## config.mk

```make
export PLATFORM = sky130hd
export DESIGN_NAME = udp_tx_arbiter
export DESIGN_NICKNAME = d
export VERILOG_FILES = /design/src/rtl/udp_tx_arbiter.sv
export SDC_FILE = /design/constraint.sdc
export NUM_CORES = 1
export LEC_CHECK = 0
export CAP_MARGIN = 30
export CELL_PAD_IN_SITES_DETAIL_PLACEMENT = 1
export CELL_PAD_IN_SITES_GLOBAL_PLACEMENT = 2
export CORE_AREA = 2 2 105 107
export DETAILED_ROUTE_END_ITERATION = 6
export DIE_AREA = 0 0 107 109
export GPL_TIMING_DRIVEN = 0
export PLACE_DENSITY = 0.81
export SYNTH_ARGS = -nofsm -noshare
export SYNTH_HDL_FRONTEND = slang
export SYNTH_SLANG_ARGS = --single-unit
```

## constraint.sdc

```tcl
create_clock -name clk -period 3.45 [get_ports clk]
set_input_delay 0.5175 -clock clk [delete_from_list [all_inputs] [get_ports clk]]
set_output_delay 0.5175 -clock clk [all_outputs]
set_load 0.02 [all_outputs]
```

## src/rtl/udp_tx_arbiter.sv

```systemverilog
// udp_tx_arbiter: packet-granular round-robin arbiter that merges NUM_SOURCES
// UDP payload streams into one, with overlength truncation and a stall watchdog.
module udp_tx_arbiter #(
  parameter int unsigned NUM_SOURCES       = 4,
  parameter int unsigned AXI_DATA_WIDTH    = 8,
  parameter int unsigned MAX_PACKET_LENGTH = 1472,
  parameter int unsigned STALL_TIMEOUT     = 1024
) (
  input  logic                                     clk,
  input  logic                                     rst_n,
  input  logic [NUM_SOURCES-1:0]                   enable_mask,
  input  logic [NUM_SOURCES-1:0]                   in_valid,
  input  logic [NUM_SOURCES*AXI_DATA_WIDTH-1:0]    in_data,
  input  logic [NUM_SOURCES-1:0]                   in_last,
  output logic [NUM_SOURCES-1:0]                   in_ready,
  output logic                                     out_valid,
  output logic [AXI_DATA_WIDTH-1:0]                out_data,
  output logic                                     out_last,
  output logic                                     out_abort,
  output logic [$clog2(NUM_SOURCES)-1:0]           out_source,
  input  logic                                     out_ready,
  output logic [15:0]                              abort_count
);

  localparam int unsigned SW = $clog2(NUM_SOURCES);
  localparam int unsigned DW = AXI_DATA_WIDTH;
  localparam int unsigned BW = ($clog2(MAX_PACKET_LENGTH) > 11) ? $clog2(MAX_PACKET_LENGTH) : 11;
  localparam int unsigned CW = $clog2(STALL_TIMEOUT + 1);
  localparam logic [BW-1:0] LAST_BEAT = BW'(MAX_PACKET_LENGTH - 1);
  localparam logic [CW-1:0] STALL_LIM = CW'(STALL_TIMEOUT - 1);
  localparam logic [SW-1:0] LAST_SRC  = SW'(NUM_SOURCES - 1);

  typedef enum logic [1:0] {
    S_IDLE   = 2'd0,
    S_ACTIVE = 2'd1,
    S_DRAIN  = 2'd2,
    S_ABORT  = 2'd3
  } state_t;

  state_t          state, state_nxt;
  logic [SW-1:0]   grant, grant_nxt;
  logic [SW-1:0]   rr_ptr, rr_nxt;
  logic [BW-1:0]   beat_cnt, beat_nxt;
  logic [CW-1:0]   stall_cnt, stall_nxt;
  logic [15:0]     abort_nxt;
  logic            abort_inc;

  logic [NUM_SOURCES-1:0] req;
  logic [NUM_SOURCES-1:0] grant_oh;
  logic [SW-1:0]          pick;
  logic                   pick_valid;
  logic [SW-1:0]          rr_after;
  logic                   g_valid;
  logic                   g_last;
  logic [DW-1:0]          g_data;
  logic                   at_max;

  // Round-robin search: first requesting source at or after rr_ptr.
  always_comb begin
    int unsigned idx;
    idx        = 0;
    req        = in_valid & enable_mask;
    pick       = '0;
    pick_valid = 1'b0;
    for (int unsigned k = 0; k < NUM_SOURCES; k++) begin
      idx = 32'(rr_ptr) + k;
      if (idx >= NUM_SOURCES) idx = idx - NUM_SOURCES;
      if (!pick_valid && req[SW'(idx)]) begin
        pick_valid = 1'b1;
        pick       = SW'(idx);
      end
    end
  end

  // Selected-source views and the pointer value used after a packet ends.
  always_comb begin
    g_data = '0;
    for (int unsigned k = 0; k < NUM_SOURCES; k++) begin
      if (SW'(k) == grant) g_data = in_data[k*DW +: DW];
    end
    g_valid  = in_valid[grant];
    g_last   = in_last[grant];
    grant_oh = {{(NUM_SOURCES-1){1'b0}}, 1'b1} << grant;
    rr_after = (grant == LAST_SRC) ? '0 : grant + SW'(1);
    at_max   = (beat_cnt == LAST_BEAT);
  end

  // Next-state and output decode.
  always_comb begin
    state_nxt = state;
    grant_nxt = grant;
    rr_nxt    = rr_ptr;
    beat_nxt  = beat_cnt;
    stall_nxt = stall_cnt;
    abort_inc = 1'b0;
    in_ready  = '0;
    out_valid = 1'b0;
    out_data  = '0;
    out_last  = 1'b0;
    out_abort = 1'b0;

    unique case (state)
      S_IDLE: begin
        beat_nxt  = '0;
        stall_nxt = '0;
        if (pick_valid) begin
          grant_nxt = pick;
          state_nxt = S_ACTIVE;
        end
      end

      S_ACTIVE: begin
        out_valid = g_valid;
        out_data  = g_data;
        out_last  = g_last | at_max;
        out_abort = at_max & ~g_last;
        in_ready  = grant_oh & {NUM_SOURCES{out_ready}};
        if (g_valid) begin
          stall_nxt = '0;
          if (out_ready) begin
            beat_nxt = beat_cnt + BW'(1);
            if (g_last) begin
              state_nxt = S_IDLE;
              rr_nxt    = rr_after;
              beat_nxt  = '0;
            end else if (at_max) begin
              state_nxt = S_DRAIN;
              abort_inc = 1'b1;
            end
          end
        end else if (stall_cnt == STALL_LIM) begin
          state_nxt = S_ABORT;
          abort_inc = 1'b1;
        end else begin
          stall_nxt = stall_cnt + CW'(1);
        end
      end

      S_DRAIN: begin
        in_ready = grant_oh;
        if (g_valid && g_last) begin
          state_nxt = S_IDLE;
          rr_nxt    = rr_after;
          beat_nxt  = '0;
        end
      end

      S_ABORT: begin
        out_valid = 1'b1;
        out_last  = 1'b1;
        out_abort = 1'b1;
        if (out_ready) state_nxt = S_DRAIN;
      end

      default: state_nxt = S_IDLE;
    endcase

    abort_nxt = (abort_inc && (abort_count != 16'hFFFF)) ? abort_count + 16'd1 : abort_count;
  end

  assign out_source = grant;

  // State and counter registers.
  always_ff @(posedge clk or negedge rst_n) begin
    if (!rst_n) begin
      state       <= S_IDLE;
      grant       <= '0;
      rr_ptr      <= '0;
      beat_cnt    <= '0;
      stall_cnt   <= '0;
      abort_count <= '0;
    end else begin
      state       <= state_nxt;
      grant       <= grant_nxt;
      rr_ptr      <= rr_nxt;
      beat_cnt    <= beat_nxt;
      stall_cnt   <= stall_nxt;
      abort_count <= abort_nxt;
    end
  end

endmodule

```

==> key figures, run 1 <==
Timing
  – Clock skew: 7.316 ps
  – Setup violations, final: 0
  – Max-slew violation count: 0
  – Final setup margin: 152.7 ps
  – Max Fclk: 303.3 MHz
  – Fin crit share: 0.9557
  – Slew Limit Headroom: 0.5753
  – Unrepaired setup endpoints after global routing: false
  – Fin. Hold Viols: 0
  – Period minus WS final: 3297 ps
  – Worst-Margin Slew: 630.4 ps

Pwr
  – Flop pwr share: 0.270
  – Comb power frac: 0.569
  – Cell-internal power: 1417 µW
  – PwrDens: 615.5 nW/µm²
  – Clock share of power: 0.161
  – Leak pwr: 0.001669 µW
  – P_sw: 1094 µW
  – Max IR drop VDD: 0.3268 mV
  – Switching Share: 0.4357

Worst setup path
  – Cell family with most CP delay: buffers and inverters
  – Worst path cell trace: clkdlybuf4s50_1, mux4_1, nor2b_2, clkbuf_4, a21o_1, clkdlybuf4s50_1
  – Max incr delay on CP: 630 ps
  – Crit start category: primary input
  – Arr. time, crit path: 2780 ps
  – Worst Setup End Kind: primary output
  – Crit path kind: in2out
  – Setup crit start: in_last[1]
  – Critical Path Slowest Stage Cell: clkdlybuf4s50_1
  – Required time of the critical path: 2930 ps
  – FF-to-FF Start: out_source[0]$_DFFE_PN0P_
  – Buf/Inv on CP: 3
  – Crit Path Max Fanout: 10
  – Most used cell, CP: clkdlybuf4s50_1

Routing
  – Vias per cell: 5.205
  – Antenna Nets Post-Route: 0
  – Routed wire length: 8714 µm
  – DR WL/cell: 15.56 µm
  – Remaining DRCs: 0
  – Drt first pass iters: 4
  – 1st-iter DRT viols: 123
  – DR vias: 2915

Layout
  – Area grow syn2layout: 37.31%
  – Final core utilization: 0.3848
  – Final nets: 477
  – Final instance area: 4080 µm²
  – Ant diodes: 0
  – Layout cell share with drive strength beyond 1: 0.07857

Clock network
  – Total CTS buffers: 5
  – Post-CTS Setup Inserts: 0
  – Sinks on Clock Net: 44
  – Clock Latency Late Sink: 300 ps
  – CTS tree: yes
  – Clock slew at reported path FFs: 90 ps
  – Root buf cell: clkbuf_8
  – Clock Tree Buf Depth: 2
  – H-Tree Level Count: 2

Yosys
  – Fraction of registers with async set or reset after synthesis: 1.000
  – Synth Flop Type: dfrtp_1
  – Most common cell in the netlist: dfrtp_1
  – Post-synth top cells: dfrtp_1 (44), a21oi_1 (25), nand2_1 (25)
  – Synthesized flop and latch total: 44
  – Yosys warns: 0
  – Post-synth EDFFs: 0
  – Cell taking the most area after synthesis: dfrtp_1
  – Sequential-to-total area share from yosys stat: 0.3705
  – Top post-synthesis cells by area: dfrtp_1 (37%), xor2_1 (4.7%), ha_1 (4.6%)
  – Mapped Cells: 333
  – Syn_area_per_cell: 8.924 µm²
  – Syn Nets: 391
  – Count of cell types in the netlist: 53
  – Netlist Area Pre-Place: 2972 µm²
  – Post-synth top area share: 0.3705

Die
  – Die H: 109 µm
  – Starting Density: 0.2803
  – Die area: 11660 µm²
  – Cell Rows: 38
  – IO Pins: 80
  – Die extent in x: 107 µm
  – Core Region: 10600 µm²

Global routing
  – Congestion Overflow GR: 0
  – GR Util All Layers: 0.1575
  – Initial antenna violation count: 0
  – Number of global-route vias before repair: 3085
  – First-pass GRT wire length: 14910 µm
  – Largest net degree at the start of global routing: 33

Placement
  – Placed cell area: 3953 µm²
  – Worst slack, placed: -171.1 ps
  – Hpwl dp: 6668 µm
  – Placer Congestion: 0.7685
  – IO Port Bufs: 79

Min path
  – Min-delay worst type: in2async

Run status
  – Status: complete, no violations

Run
  – Max-cap check violation count: 0
[placed cells by master, fill, tap and decap left out, drive strengths merged, types with 8 or more instances in the layout]
master / Yosys / routed
clkdlybuf4s50: 0 / 78
dfrtp: 44 / 44
a21oi: 25 / 25
nand2: 25 / 25
nand3: 21 / 21
nor2b: 19 / 19
o21ai: 18 / 18
nor2: 17 / 17
xor2: 16 / 16
nor3: 13 / 13
a31oi: 12 / 12
clkbuf: 8 / 12
inv: 11 / 11
ha: 11 / 11
and2: 8 / 8
a221oi: 8 / 8
nand4: 8 / 8
[power by group through the flow]
stage                     Clock, µW  Combinational [µW]  Sequential, µW
after floorplan                   0                 901             670
after global placement            0                1400             682
after detailed placement          0                1430             685
after CTS                       418                1440             675
after global routing            432                1590             694
final                           404                1430             678
[worst paths after layout]
check | endpoint | slack (ps) | cells after the start
hold / removal | stall_cnt[7]$_DFFE_PN0P_ | 110 | 1
max in group asynchronous | abort_count[2]$_DFFE_PN0P_ | 2850 | 2
setup / recovery | out_abort | 150 | 6
hold reg to reg | abort_count[5]$_DFFE_PN0P_ | 490 | 1
min in group clk | abort_count[5]$_DFFE_PN0P_ | 490 | 1
setup reg to reg | abort_count[1]$_DFFE_PN0P_ | 630 | 7
[worst reg2reg max path, delay by kind of cell (launching register included)]
family,cells,cell delay [ps]
simple gates,2,700
mux,2,1020
flops,1,470
compound gates,1,240
buf+inv,2,290
[state kept, by name, summed over array words and instances, names as in the netlist]
signal / cells
state: 2
abort_count: 16
beat_cnt: 11
out_source: 2
rr_ptr: 2
stall_cnt: 11
[metal layers]
metal | GRT usage | wire length, µm | up-vias
li1 | - | - | 1405
met1 | 0.1910 | 3965 | 1441
met2 | 0.2798 | 4169 | 63
met3 | 0.04124 | 491 | 6
met4 | 0.03711 | 87 | 0
met5 | 0 | 0 | -
[logic make-up after synthesis]
family	Yosys count	share of synthesized area
AND/OR/NAND/NOR	136	0.2476
XOR/XNOR	18	0.05305
adder cells (fa/ha/maj)	11	0.04632
buffers and inverters	24	0.03916
flip-flops	44	0.3705
multiplexers	6	0.03116
AO/OA/AOI/OAI	94	0.2122
[metrics by stage]
stage                     hold WS (ps)  instances  setup TNS [ps]  power [µW]
after detailed placement         442.0        553          -171.1        2112
after global routing             113.7        560               0        2717
after CTS                        103.6        561               0        2535
after floorplan                  221.9        333               0        1571
after global placement           472.3        552          -115.6        2080
final                            107.1        560               0        2511
[cell type report]
type	instances	area [µm²]
Fill cell	1252	6523
Inverter	11	41.29
Clock buffer	5	68.82
Sequential cell	44	1104
Buffer	12	77.57
Multi-Input combinational cell	265	1765
Timing Repair Buffer	80	805.8
Tap cell	140	175.2
Clock inverter	3	42.54
[repair_timing]
item,4_1_cts,5_1_grt
gates resized for setup,3,8
pin swaps,0,0
endpoints found under the setup margin,9,10
hold buffers,0,0
Note: power is estimated with default switching activity, not from simulation.
==> run 2, diff against run 1 <==
==> config.mk (replaced) <==
export PLATFORM = sky130hd
export DESIGN_NAME = udp_tx_arbiter
export DESIGN_NICKNAME = d
export VERILOG_FILES = /design/src/rtl/udp_tx_arbiter.sv
export SDC_FILE = /design/constraint.sdc
export NUM_CORES = 1
export LEC_CHECK = 0
export ABC_CLOCK_PERIOD_IN_PS = 3450
export CAP_MARGIN = 30
export CELL_PAD_IN_SITES_DETAIL_PLACEMENT = 1
export CELL_PAD_IN_SITES_GLOBAL_PLACEMENT = 2
export CORE_AREA = 2 2 124 90
export DETAILED_ROUTE_END_ITERATION = 6
export DIE_AREA = 0 0 126 92
export GPL_TIMING_DRIVEN = 0
export PLACE_DENSITY = 0.82
export SYNTH_ARGS = -nofsm -noshare
export SYNTH_HDL_FRONTEND = slang
export SYNTH_SLANG_ARGS = --single-unit
==> run 2 against run 1 <==
- register-to-register slack improved by 20 ps
- worst setup slack lost 18 ps
- flip-flop and latch count did not move
- final area up 0.67%
- highest routed layer unchanged
==> key figures, run 2 (synthesized netlist as in run 1, its figures left out) <==
Worst setup path
  – Crit path kind: in2out
  – Worst Setup End Kind: primary output
  – Most used cell, CP: clkdlybuf4s50_1
  – Required time of the critical path: 2930 ps (about the same)
  – Critical Path Slowest Stage Cell: clkdlybuf4s50_1
  – Arr. time, crit path: 2800 ps (+20 ps)
  – Crit start category: primary input
  – Reg2reg setup slack: 650 ps (+20 ps)
  – Max incr delay on CP: 610 ps (-20 ps)
  – Worst path cell trace: clkdlybuf4s50_1, mux4_1, nor2b_2, buf_2, a21o_1, clkdlybuf4s50_1
  – Crit Path Max Fanout: 10 (unchanged)

Die
  – Starting Density: 0.2811 (+0.0008626)
  – Die H: 92 µm (-16%)
  – IO Pins: 80 (unchanged)
  – Die area: 11590 µm² (-0.61%)
  – Die extent in x: 126 µm (+18%)
  – Cell Rows: 32 (-16%)
  – Core Region: 10570 µm² (-0.31%)

Layout
  – Footprint of the multi-input gates: 1763 µm² (-0.14%)
  – Most flops, register: abort_count
  – Area taken by flip-flops and latches: 1104 µm² (unchanged)
  – Largest registers: abort_count: 16 flops, beat_cnt: 11 flops, stall_cnt: 11 flops
  – Ant diodes: 0 (unchanged)
  – Largest register FFs: 16 (unchanged)
  – Layout cell share with drive strength beyond 1: 0.07619 (-0.002381)
  – Area grow syn2layout: 38.23%
  – Final nets: 477 (unchanged)
  – Finished Layout Cells: 556 (-0.71%)
  – Fill cells: 1246 (-0.48%)
  – Final instance area: 4108 µm² (+0.67%)
  – Leading cell type in the layout, fill and taps excluded: clkdlybuf4s50_1
  – Most frequent cells in the layout: clkdlybuf4s50_1 (78), dfrtp_1 (42), a21oi_1 (25), nand2_1 (25), nand3_1 (21)

Global routing
  – M1 GR Usage: 0.2210 (+0.03000)
  – Met3 usage: 0.03967 (-0.001570)
  – Number of global-route vias before repair: 2986 (-3.2%)
  – GR Util All Layers: 0.1611 (+0.003613)
  – Met2 Usage GRT: 0.2581 (-0.02174)
  – Congestion Overflow GR: 0 (unchanged)
  – GRT Max-Usage Layer: met2
  – First-pass GRT wire length: 15160 µm (+1.7%)
  – Initial antenna violation count: 0 (unchanged)
  – Largest net degree at the start of global routing: 30 (-9.1%)

Pwr
  – Comb power frac: 0.549 (-0.020)
  – P_sw: 1128 µW (+3.1%)
  – Flop pwr share: 0.259 (-0.011)
  – PwrDens: 635.9 nW/µm² (+3.3%)
  – Max IR drop VDD: 0.2674 mV (-18%)
  – Leak pwr: 0.001693 µW (+1.4%)
  – Cell-internal power: 1484 µW (+4.7%)
  – Clock share of power: 0.192 (+0.031)
  – Overall Power: 2612 µW (+4.0%)
  – Switching Share: 0.4319 (-0.003760)

Timing
  – Setup violations, final: 0 (unchanged)
  – Max-slew violation count: 0 (unchanged)
  – Max Fclk: 301.6 MHz (-0.56%)
  – Fin crit share: 0.9611 (+0.005348)
  – Fin. Hold Viols: 0 (unchanged)
  – Worst-Margin Slew: 595.5 ps (-34.91 ps)
  – Clock skew: 7.627 ps (+0.3112 ps)
  – Post-Route Setup TNS: 0 ps (unchanged)
  – Slew Limit Headroom: 0.5988 (+0.02352)
  – Unrepaired setup endpoints after global routing: false
  – Period minus WS final: 3316 ps (+18.45 ps)

Placement
  – Placed cell area: 3948 µm² (-0.13%)
  – IO Port Bufs: 79 (unchanged)
  – Placer Congestion: 0.7828 (+1.9%)
  – Dpl cells: 549 (-0.72%)
  – Hpwl dp: 6966 µm (+4.5%)

Routing
  – Routed wire length: 9077 µm (+4.2%)
  – Vias per cell: 5.218 (+0.24%)
  – Drt first pass iters: 4 (unchanged)
  – 1st-iter DRT viols: 140 (+14%)
  – Remaining DRCs: 0 (unchanged)
  – Antenna Nets Post-Route: 0 (unchanged)
  – DR vias: 2901 (-0.48%)
  – DR WL/cell: 16.33 µm (+4.9%)

Clock network
  – Sinks on Clock Net: 44 (unchanged)
  – Total CTS buffers: 5 (unchanged)
  – Hold-fix buffers, CTS: 0 (unchanged)
  – CTS tree: yes
  – Post-CTS sizing: 3 (unchanged)
  – Root buf cell: clkbuf_16
  – Clock Latency Late Sink: 300 ps (about the same)
  – Clock Tree Buf Depth: 2 (unchanged)
  – Clock slew at reported path FFs: 60 ps (-30 ps)
  – Post-CTS Setup Inserts: 0 (unchanged)
  – H-Tree Level Count: 2 (unchanged)

Min path
  – Min-delay worst type: in2async

Run
  – Max-cap check violation count: 0 (unchanged)

Run status
  – Status: complete, no violations
[run 2: cell count changes in the layout (fill, tap and decap cells not counted)]
cell        previous run  this run
clkbuf_4               1         0
buf_2                  1         2
clkbuf_8               5         1
clkinvlp_4             1         0
clkbuf_16              0         5
bufinv_16              1         0
ha_2                   1         0
ha_1                  10        11
clkinv_2               1         2
[run 2: final timing paths]
kind / startpoint / cells after the start / end
max: in_last[1] / 6 / out_abort
min: rst_n / 1 / stall_cnt[7]$_DFFE_PN0P_
max reg2reg: out_source[0]$_DFFE_PN0P_ / 7 / abort_count[1]$_DFFE_PN0P_
min reg2reg: beat_cnt[10]$_DFFE_PN0P_ / 1 / beat_cnt[10]$_DFFE_PN0P_
max in group asynchronous: rst_n / 2 / abort_count[5]$_DFFE_PN0P_
min in group clk: beat_cnt[10]$_DFFE_PN0P_ / 1 / beat_cnt[10]$_DFFE_PN0P_
[run 2: cell type report]
cell class	instances	share of cell area
Clock buffer	6	0.03381
Sequential cell	44	0.2687
Inverter	11	0.01005
Timing Repair Buffer	80	0.1962
Tap cell	136	0.04143
Multi-Input combinational cell	265	0.4292
Buffer	12	0.01828
Clock inverter	2	0.002437
[run 2: power by group through the flow]
stage / clock, µW / combinational (µW) / sequential, µW
floorplan: 0 / 901 / 670
global placement: 0 / 1400 / 681
detailed placement: 0 / 1430 / 684
CTS: 511 / 1440 / 677
global route: 531 / 1590 / 695
finish: 501 / 1430 / 677
[run 2: through the flow]
step / utilization / setup slack [ps] / hold slack (ps)
2_1_floorplan: - / 662.0 / 221.9
5_1_grt: 0.3886 / 18.07 / 165.3
3_3_place_gp: 0.3720 / -123.1 / 471.9
3_5_place_dp: 0.3735 / -117.0 / 474.2
6_report: 0.3886 / 134.2 / 152.4
4_1_cts: 0.3879 / 18.34 / 160.3
[run 2: layer usage]
layer  up-vias  wire length (µm)
met2        33              4230
met3         7               243
met5         -                 0
li1       1412                 -
met1      1449              4522
met4         0                80
[run 2: critical path, delay by kind of cell]
family                 cells  cell delay [ps]
and+or+nand+nor            1              240
muxes                      1              600
buffers and inverters      3             1260
AOI/OAI and AO/OA          1              170
==> patch (config.mk and constraints of run 2) <==
Reset style: synchronous (`rst_n`), changed in one clocked block.
--- a/src/rtl/udp_tx_arbiter.sv
+++ b/src/rtl/udp_tx_arbiter.sv
@@ -163,3 +163,3 @@
   // State and counter registers.
-  always_ff @(posedge clk or negedge rst_n) begin
+  always_ff @(posedge clk) begin
     if (!rst_n) begin
Function: differs if rst_n is asserted again (counterexample within 4 cycles, from zero or initial values and one cycle with rst_n low); with rst_n held inactive, the same outputs for 4 cycles.
==> patch against run 2 <==
  * Cell area fell by 1.8%
  * Die area did not move
  * Synthesized area fell by 3.2%
  * Critical path depth rose by 1
  * Routed wire length rose by 5.6%
  * Worst setup slack improved by 98 ps
  * Sequential cell count did not move
  * Critical endpoint unchanged
Power is not compared: it rests on default switching activity, and its combinational part moved more than twofold at a synthesized area within 25%.
==> patch: results (changes against run 2) <==
INFO  metric critPathArrivalTime = 2700 ps (was 2800 ps)
INFO  metric postCtsResizedCells = 2 (was 3)
INFO  metric clkSlewWorstSetupHoldPaths = 70 ps
INFO  metric first_pass_grt_wire_length = 16100 um (was 15200 um)
INFO  metric drt-initial-drc-count = 137 (was 140)
INFO  metric routability_congestion_estimate_from_global_placement = 0.776 (was 0.783)
INFO  metric synth_fp_nets = 426 (was 391)
INFO  metric regToRegEndpoint = abort_count[15] (was abort_count[1])
INFO  metric grt_util_all_layers = 17.0% (was 16.1%)
INFO  metric crit_share_post_route = 93.3% (was 96.1%)
INFO  metric postSynth.topFlopCell = dfxtp_1 (was dfrtp_1)
INFO  metric synth-async-reset-ratio = 0% (was 100%)
INFO  metric grt_max_degree = 14 (was 30)
INFO  metric place_area = 0.00384 mm^2 (was 0.00395 mm^2)
INFO  metric layout.cells.non_filler = 590 (was 556)
INFO  metric holdCritPathClass = reg2reg (was in2async)
INFO  metric finalHoldWorstSlack = 454 ps (was 152 ps)
INFO  metric netlist-cell-type-count = 54 (was 53)
INFO  metric pwr-share-clk = 32.1%
INFO  metric routedLengthMet1 = 4870 um (was 4520 um)
INFO  metric place.detailed.instances = 582 (was 549)
INFO  metric routed_via_density = 5.12 (was 5.22)
INFO  metric slew-limit-headroom = 42.6% (was 59.9%)
INFO  metric seq_area_frac_synth = 30.6% (was 37.1%)
INFO  metric metal3_wl = 169 um (was 243 um)
INFO  metric regToRegSetupSlack = 520 ps (was 650 ps)
INFO  metric synth_warnings = 0 (unchanged)
INFO  metric routed_wire_length_per_instance = 16.3 um (about the same)
INFO  metric global_route.usage.met1 = 23.4% (was 22.1%)
INFO  metric post-dp-hpwl = 7360 um (was 6970 um)
INFO  metric comb_group = 703 uW
INFO  metric run_status = completed (unchanged)
INFO  metric finalNetCount = 512 (was 477)
INFO  metric synth_cell_count_leaders = 52 x nand2_1, 44 x dfxtp_1, 23 x nor2_1 (was 44 x dfrtp_1, 25 x a21oi_1, 25 x nand2_1)
INFO  metric met2WireLength = 4470 um (was 4230 um)
INFO  metric pre_cts_ws = -19.0 ps (was -117 ps)
INFO  metric fraction_of_final_layout_cells_sized_beyond_drive_strength_1 = 6.39% (was 7.62%)
INFO  metric met3_usage = 2.86% (was 3.97%)
INFO  metric dominant_cells_by_area_after_synthesis = dfxtp_1 31%, nand2_1 6.8%, ha_1 5.2%, nand3_1 3.1%, o21ai_0 3.1% (was dfrtp_1 37%, xor2_1 4.7%, ha_1 4.6%, a21oi_1 4.2%, nor2b_1 4.0%)
INFO  metric post_synth_inst_count = 367 (was 333)
INFO  metric first_global_vias = 3145 (was 2986)
INFO  metric grt_util_met2 = 28.1% (was 25.8%)
INFO  metric finClkSkew = 5.97 ps (was 7.63 ps)
-- patch: cell count changes in the layout (fill, tap and decap cells not counted), moves of 5 or more --
cell | run 2 | this run
xnor2_1 | 2 | 8
mux2i_1 | 1 | 8
dfxtp_1 | 0 | 43
inv_1 | 11 | 19
a21boi_0 | 3 | 8
nand2b_1 | 3 | 8
dfrtp_1 | 42 | 0
a211o_1 | 0 | 7
a21oi_1 | 25 | 17
nor3_1 | 13 | 6
nand2_1 | 25 | 52
nor2_1 | 17 | 22
nor2b_1 | 18 | 4
xor2_1 | 16 | 3
-- patch: how the worst max path moves through the flow --
stage | startpoint | to | cells past startpoint
floorplan | out_source[0] | beat_cnt[10] | 7
finish | state[0] | out_abort | 7
detailed placement | in_last[3] | out_abort | 5
global route | out_source[1] | out_data[6] | 10
CTS | state[1] | out_abort | 8
global placement | in_last[3] | out_abort | 5
-- patch: cells by family after synthesis --
| family | Yosys count | synth area share, % |
|---|---|---|
| XOR/XNOR | 11 | 3.35 |
| buffers and inverters | 35 | 4.96 |
| adder cells (fa/ha/maj) | 12 | 5.22 |
| multiplexers | 10 | 4.35 |
| flip-flops | 44 | 30.6 |
| AO/OA/AOI/OAI | 93 | 21.7 |
| AND/OR/NAND/NOR | 162 | 29.8 |
-- patch: layout make-up --
type | count | area [um^2]
Fill cell | 1287 | 6540
Multi-Input combinational cell | 288 | 1860
Sequential cell | 44 | 882
Timing Repair Buffer | 79 | 791
Tap cell | 136 | 170
Clock buffer | 7 | 153
Buffer | 16 | 76.3
Inverter | 19 | 71.3
Clock inverter | 1 | 30.0
-- patch: worst register-to-register path, delay by kind of cell (launching register included) --
kind	cells	cell delay (ps)
adder cells (fa/ha/maj)	1	260
multiplexers	1	260
AND/OR/NAND/NOR	5	1710
buffers and inverters	1	220
flip-flops	1	400
